[src/rtl/key_pkg.sv]
// Shared definitions for the push-button conditioner: FSM state encoding and
// default cycle counts for the 12 MHz STEPFPGA board clock.
package key_pkg;

  typedef enum logic [1:0] {
    IDLE         = 2'd0,
    PRESS_WAIT   = 2'd1,
    HELD         = 2'd2,
    RELEASE_WAIT = 2'd3
  } key_state_t;

  localparam int unsigned DEF_DEBOUNCE_CYCLES = 240000;    // 20 ms
  localparam int unsigned DEF_LONG_CYCLES     = 12000000;  // 1 s

endpackage

[src/rtl/key_debounce_sync2.sv]
// Two-flop synchronizer for asynchronous board inputs; both stages reset to
// RESET_VAL so the output starts at the input's idle level.
module sync2 #(
  parameter bit RESET_VAL = 1'b0
) (
  input  logic clk,
  input  logic rst,
  input  logic d,
  output logic q
);

  logic s1;

  always_ff @(posedge clk or posedge rst) begin
    if (rst) begin
      s1 <= RESET_VAL;
      q  <= RESET_VAL;
    end else begin
      s1 <= d;
      q  <= s1;
    end
  end

endmodule

[src/rtl/key_debounce.sv]
// Push-button conditioner: synchronizes the raw key, debounces it with a
// counter-driven FSM and emits a level plus press/release/long-press strobes.
module key_debounce
  import key_pkg::*;
#(
  parameter int unsigned DEBOUNCE_CYCLES = DEF_DEBOUNCE_CYCLES,
  parameter int unsigned LONG_CYCLES     = DEF_LONG_CYCLES,
  parameter bit          ACTIVE_LOW      = 1'b1
) (
  input  logic clk,
  input  logic rst,
  input  logic key_in,
  output logic key_level,
  output logic key_press,
  output logic key_release,
  output logic long_press
);

  localparam int unsigned CW = $clog2(LONG_CYCLES);
  localparam logic [CW-1:0] DB_LAST   = CW'(DEBOUNCE_CYCLES - 1);
  localparam logic [CW-1:0] HOLD_LAST = CW'(LONG_CYCLES - 1);

  logic s2;
  logic raw;

  sync2 #(.RESET_VAL(ACTIVE_LOW)) u_sync (
    .clk (clk),
    .rst (rst),
    .d   (key_in),
    .q   (s2)
  );

  assign raw = ACTIVE_LOW ? ~s2 : s2;

  key_state_t    state, state_nxt;
  logic [CW-1:0] db_cnt, db_nxt;
  logic [CW-1:0] hold_cnt, hold_nxt;
  logic          long_done, long_done_nxt;
  logic          level_nxt, press_nxt, release_nxt, long_nxt;

  always_ff @(posedge clk or posedge rst) begin
    if (rst) state <= IDLE;
    else     state <= state_nxt;
  end

  always_comb begin
    state_nxt = state;
    unique case (state)
      IDLE:         if (raw) state_nxt = PRESS_WAIT;
      PRESS_WAIT:   if (!raw) state_nxt = IDLE;
                    else if (db_cnt == DB_LAST) state_nxt = HELD;
      HELD:         if (!raw) state_nxt = RELEASE_WAIT;
      RELEASE_WAIT: if (raw) state_nxt = HELD;
                    else if (db_cnt == DB_LAST) state_nxt = IDLE;
    endcase
  end

  // long_press fires on the cycle after hold_cnt saturates; long_done keeps
  // it to one strobe per press however long the key stays down.
  always_comb begin
    db_nxt        = db_cnt;
    hold_nxt      = hold_cnt;
    long_done_nxt = long_done;
    press_nxt     = 1'b0;
    release_nxt   = 1'b0;
    long_nxt      = 1'b0;
    unique case (state)
      IDLE: db_nxt = '0;
      PRESS_WAIT: begin
        if (raw && db_cnt != DB_LAST) db_nxt = db_cnt + CW'(1);
        if (raw && db_cnt == DB_LAST) begin
          press_nxt     = 1'b1;
          hold_nxt      = '0;
          long_done_nxt = 1'b0;
        end
      end
      HELD, RELEASE_WAIT: begin
        if (hold_cnt != HOLD_LAST) hold_nxt = hold_cnt + CW'(1);
        if (hold_cnt == HOLD_LAST && !long_done) begin
          long_nxt      = 1'b1;
          long_done_nxt = 1'b1;
        end
        if (state == HELD) begin
          db_nxt = '0;
        end else if (!raw) begin
          if (db_cnt != DB_LAST) db_nxt = db_cnt + CW'(1);
          else                   release_nxt = 1'b1;
        end
      end
    endcase
    level_nxt = (state_nxt == HELD) || (state_nxt == RELEASE_WAIT);
  end

  always_ff @(posedge clk or posedge rst) begin
    if (rst) begin
      db_cnt      <= '0;
      hold_cnt    <= '0;
      long_done   <= 1'b0;
      key_level   <= 1'b0;
      key_press   <= 1'b0;
      key_release <= 1'b0;
      long_press  <= 1'b0;
    end else begin
      db_cnt      <= db_nxt;
      hold_cnt    <= hold_nxt;
      long_done   <= long_done_nxt;
      key_level   <= level_nxt;
      key_press   <= press_nxt;
      key_release <= release_nxt;
      long_press  <= long_nxt;
    end
  end

endmodule

[config.mk]
export PLATFORM = sky130hd
export DESIGN_NAME = key_debounce
export DESIGN_NICKNAME = d
export VERILOG_FILES = /design/src/rtl/key_pkg.sv /design/src/rtl/key_debounce_sync2.sv /design/src/rtl/key_debounce.sv
export SDC_FILE = /design/constraint.sdc
export NUM_CORES = 1
export LEC_CHECK = 0
export CAP_MARGIN = 30
export CORE_MARGIN = 10
export CORE_UTILIZATION = 60
export DETAILED_ROUTE_END_ITERATION = 10
export PLACE_DENSITY = 0.84
export SETUP_SLACK_MARGIN = 0.15
export SYNTH_ARGS = -nofsm -noshare
export SYNTH_HDL_FRONTEND = slang
export SYNTH_HIERARCHICAL = 1
export SYNTH_SLANG_ARGS = --single-unit
[constraint.sdc]
create_clock -name clk -period 3 [get_ports clk]
set_clock_uncertainty 0.15 [all_clocks]
set_input_delay 0.3 -clock clk [delete_from_list [all_inputs] [get_ports clk]]
set_output_delay 0.3 -clock clk [all_outputs]
set_load 0.02 [all_outputs]
==> reports/metrics.yaml <==
run_status:
  status: "complete, no violations"
routing:
  first_pass_iters: 4
  routed_wire_length_per_instance_um: 15.9
  routed-via-count: 2356
  route.detailed.vias_per_inst: 6.20
  drt_iter0_markers: 137
  drtAntennaViolNets: 0
  drc_errors: 0
  routed_wirelength_um: 6040
timing:
  slew_headroom_pct: 53.5
  drv_slew: 0
  max_clock_freq_mhz: 367
  hold_viol: 0
  finalSetupViolCount: 0
  layout_setup_ws_ns: 0.274
  final_period_minus_worst_setup_slack_ns: 2.73
  post-route-period-util_pct: 90.9
  grt_setup_unrepaired: "false"
  worst_slew_pin_slew_ns: 0.695
  total_neg_setup_slack_ns: 0
cells_and_area:
  layout.cells.most_common_list: "54 x sky130_fd_sc_hd__dfrtp_1, 26 x sky130_fd_sc_hd__nor2_1, 25 x sky130_fd_sc_hd__nand2_1"
  post_route_cells_drive_above_1_share_pct: 7.35
  final_net_count: 317
  layout.cells.most_common: "sky130_fd_sc_hd__dfrtp_1"
  stdcell_area_um2: 3140
  diodes: 0
  layout-area-overhead-vs-synth_pct: 7.96
die:
  die-width_um: 89.6
  ioPinCount: 7
  core_region_area_um2: 4720
  rows: 25
  area_enclosed_by_the_die_boundary_um2: 8030
  chipHeight_um: 89.6
  initial_utilization_pct: 61.6
yosys:
  synthesis.area_per_instance_um2: 9.57
  synth_sequential_area_ratio_pct: 48.3
  cells_after_synthesis: 304
  synth-edff-count: 0
  mappedNetlistNets: 309
  async_flop_share_pct: 100
  synth_cell_types: 43
  yosys_register_bits: 56
  synth_top_flop_cell: "sky130_fd_sc_hd__dfrtp_1"
  ys_warn_count: 6
  netlist_area_um2: 2910
setup_path:
  slowest_stage: "sky130_fd_sc_hd__or4_4"
  max_stage_delay_ns: 0.60
  startpoint_type: "flop"
  worst_r2r_path_depth: 5
  crit_start: "db_cnt[14]$_DFFE_PP0P_"
  rr_startpoint: "db_cnt[14]$_DFFE_PP0P_"
  crit_arrival_ns: 2.79
  end_kind: "flop"
  critPathTopFamily: "simple AND/OR/NAND/NOR gates"
  critPathKind: "reg2reg"
  worst-path-buf-inv: 0
  timing.critical_path.cells: "or4_1, or4_4, or4_4, nor2_8, nor2_1"
  cp_max_fo: 15
  critical-path-top-cell-by-count: "sky130_fd_sc_hd__or4_4"
  critPathRequiredTime_ns: 3.07
  timing.critical_path.depth: 5
cts:
  cts-buffers-inserted: 5
  tritoncts_num_sinks: 56
  latest_clock_arrival_within_the_worst_skew_pair_ns: 0.32
  clk_pin_slew_worst_paths_ns: 0.11
  cts_hold_repair.buffers: 0
  cts_setup_buffers: 0
  h-tree-depth: 2
  tritoncts: "done"
  buffer_type_at_the_clock_tree_root: "sky130_fd_sc_hd__clkbuf_8"
  clockBufferDepth: 2
  postCtsResizedCells: 0
global_routing:
  wire_length_of_the_first_global_routing_pass_um: 10500
  antenna_found_initial: 0
  pin_count_of_the_biggest_net_entering_global_routing: 55
  via_count_of_the_first_global_routing_pass: 2249
  grt_util_all_layers_pct: 16.5
  grt_overflow_total: 0
power:
  power_density_nw_per_um2: 399
  worst_ir_drop_vdd_v: 0.000199
  static_leakage_nw: 1.25
  power.total_mw: 1.25
placement:
  placed_area_um2: 3040
  dpl.hpwl_um: 4160
  preCtsSetupSlack_ns: 0.270
  globalplace.congestion: 0.873
  io_buffers: 6
run:
  maxCapViolations: 0
min_path:
  type_of_the_tightest_min_delay_check: "in2async"
[path summary, 6_finish.rpt]
| path | endpoint | slack, ns |
|---|---|---|
| max | hold_cnt[18]$_DFFE_PP0P_ | 0.27 |
| min | u_sync/q$_DFF_PP1_ | 0.19 |
| max reg2reg | hold_cnt[18]$_DFFE_PP0P_ | 0.27 |
| min reg2reg | u_sync/q$_DFF_PP1_ | 0.22 |
| max in group asynchronous | db_cnt[16]$_DFFE_PP0P_ | 1.92 |
| min in group clk | u_sync/q$_DFF_PP1_ | 0.22 |
[cells by family (layout without fill, tap and decap cells)]
| kind of cell | Yosys count | count (layout) | share of synthesized area, % |
|---|---|---|---|
| AO/OA/AOI/OAI | 57 | 57 | 12.4 |
| XOR/XNOR | 20 | 20 | 6.02 |
| adder cells (fa/ha/maj) | 2 | 2 | 0.860 |
| buffers and inverters | 20 | 29 | 2.93 |
| flip-flops | 56 | 56 | 48.3 |
| multiplexers | 5 | 5 | 1.72 |
| AND/OR/NAND/NOR | 144 | 144 | 27.8 |
[stage by stage]
stage,instances,util [%],hold WS [ns]
finish,380,66.5,0.187
global route,380,66.5,0.206
CTS,380,66.5,0.185
detailed placement,372,64.4,0.205
global placement,372,64.4,0.195
floorplan,304,-,0.0615
[synthesized netlist by cell type, types with 2 or more instances]
master                      count  area [um^2]
sky130_fd_sc_hd__nand3_1       21          105
sky130_fd_sc_hd__o2111ai_1      2         17.5
sky130_fd_sc_hd__ha_1           2         25.0
sky130_fd_sc_hd__nor3_1         7         35.0
sky130_fd_sc_hd__nand2b_1       3         18.8
sky130_fd_sc_hd__nand2_1       25         93.8
sky130_fd_sc_hd__and3_1         7         43.8
sky130_fd_sc_hd__inv_1          9         33.8
sky130_fd_sc_hd__nand4_1       13         81.3
sky130_fd_sc_hd__or3b_2         2         17.5
sky130_fd_sc_hd__dfrtp_1       54         1350
sky130_fd_sc_hd__xor2_1        11         96.3
sky130_fd_sc_hd__buf_2          2         10.0
sky130_fd_sc_hd__or3_1          9         56.3
sky130_fd_sc_hd__o31ai_1       13         97.6
sky130_fd_sc_hd__nor4bb_1       2         20.0
sky130_fd_sc_hd__clkbuf_1       7         26.3
sky130_fd_sc_hd__xnor2_1        9         78.8
sky130_fd_sc_hd__or4b_2         2         20.0
sky130_fd_sc_hd__dfstp_2        2         52.6
sky130_fd_sc_hd__a21oi_1       16         80.1
sky130_fd_sc_hd__or4_1          9         67.6
sky130_fd_sc_hd__o21ai_0       11         55.1
sky130_fd_sc_hd__o211ai_1       6         45.0
sky130_fd_sc_hd__nor4_1         7         43.8
sky130_fd_sc_hd__o21a_1         3         22.5
sky130_fd_sc_hd__o21ai_1        2         10.0
sky130_fd_sc_hd__nor2_1        26         97.6
sky130_fd_sc_hd__or4_4          2         22.5
sky130_fd_sc_hd__mux2i_1        5         50.1
sky130_fd_sc_hd__and2_1         3         18.8
[power breakdown]
part | internal (mW) | switching (mW)
Combinational | 0.0105 | 0.0306
Clock | 0.177 | 0.269
Sequential | 0.760 | 0.00532
[sequential cells by signal (all words and copies together) (netlist names)]
name,count
hold_cnt,24
db_cnt,24
key_press,1
long_done,1
u_sync/q,1
key_level,1
key_release,1
u_sync/s1,1
long_press,1
state,1
[layer usage]
metal / vias to the layer above / GRT usage (%) / part of all wire (%)
li1: 1138 / - / -
met1: 1152 / 22.1 / 47
met2: 54 / 25.9 / 47
met3: 12 / 3.61 / 4.8
met4: 0 / 5.06 / 1.6
met5: - / 0 / 0
[final cells by class]
cell class | instances | area [um^2]
Fill cell | 359 | 1580
Multi-Input combinational cell | 228 | 1420
Sequential cell | 56 | 1400
Timing Repair Buffer | 11 | 97.6
Tap cell | 67 | 83.8
Clock buffer | 5 | 68.8
Inverter | 10 | 37.5
Clock inverter | 3 | 28.8
Note: power is estimated with default switching activity, not from simulation.
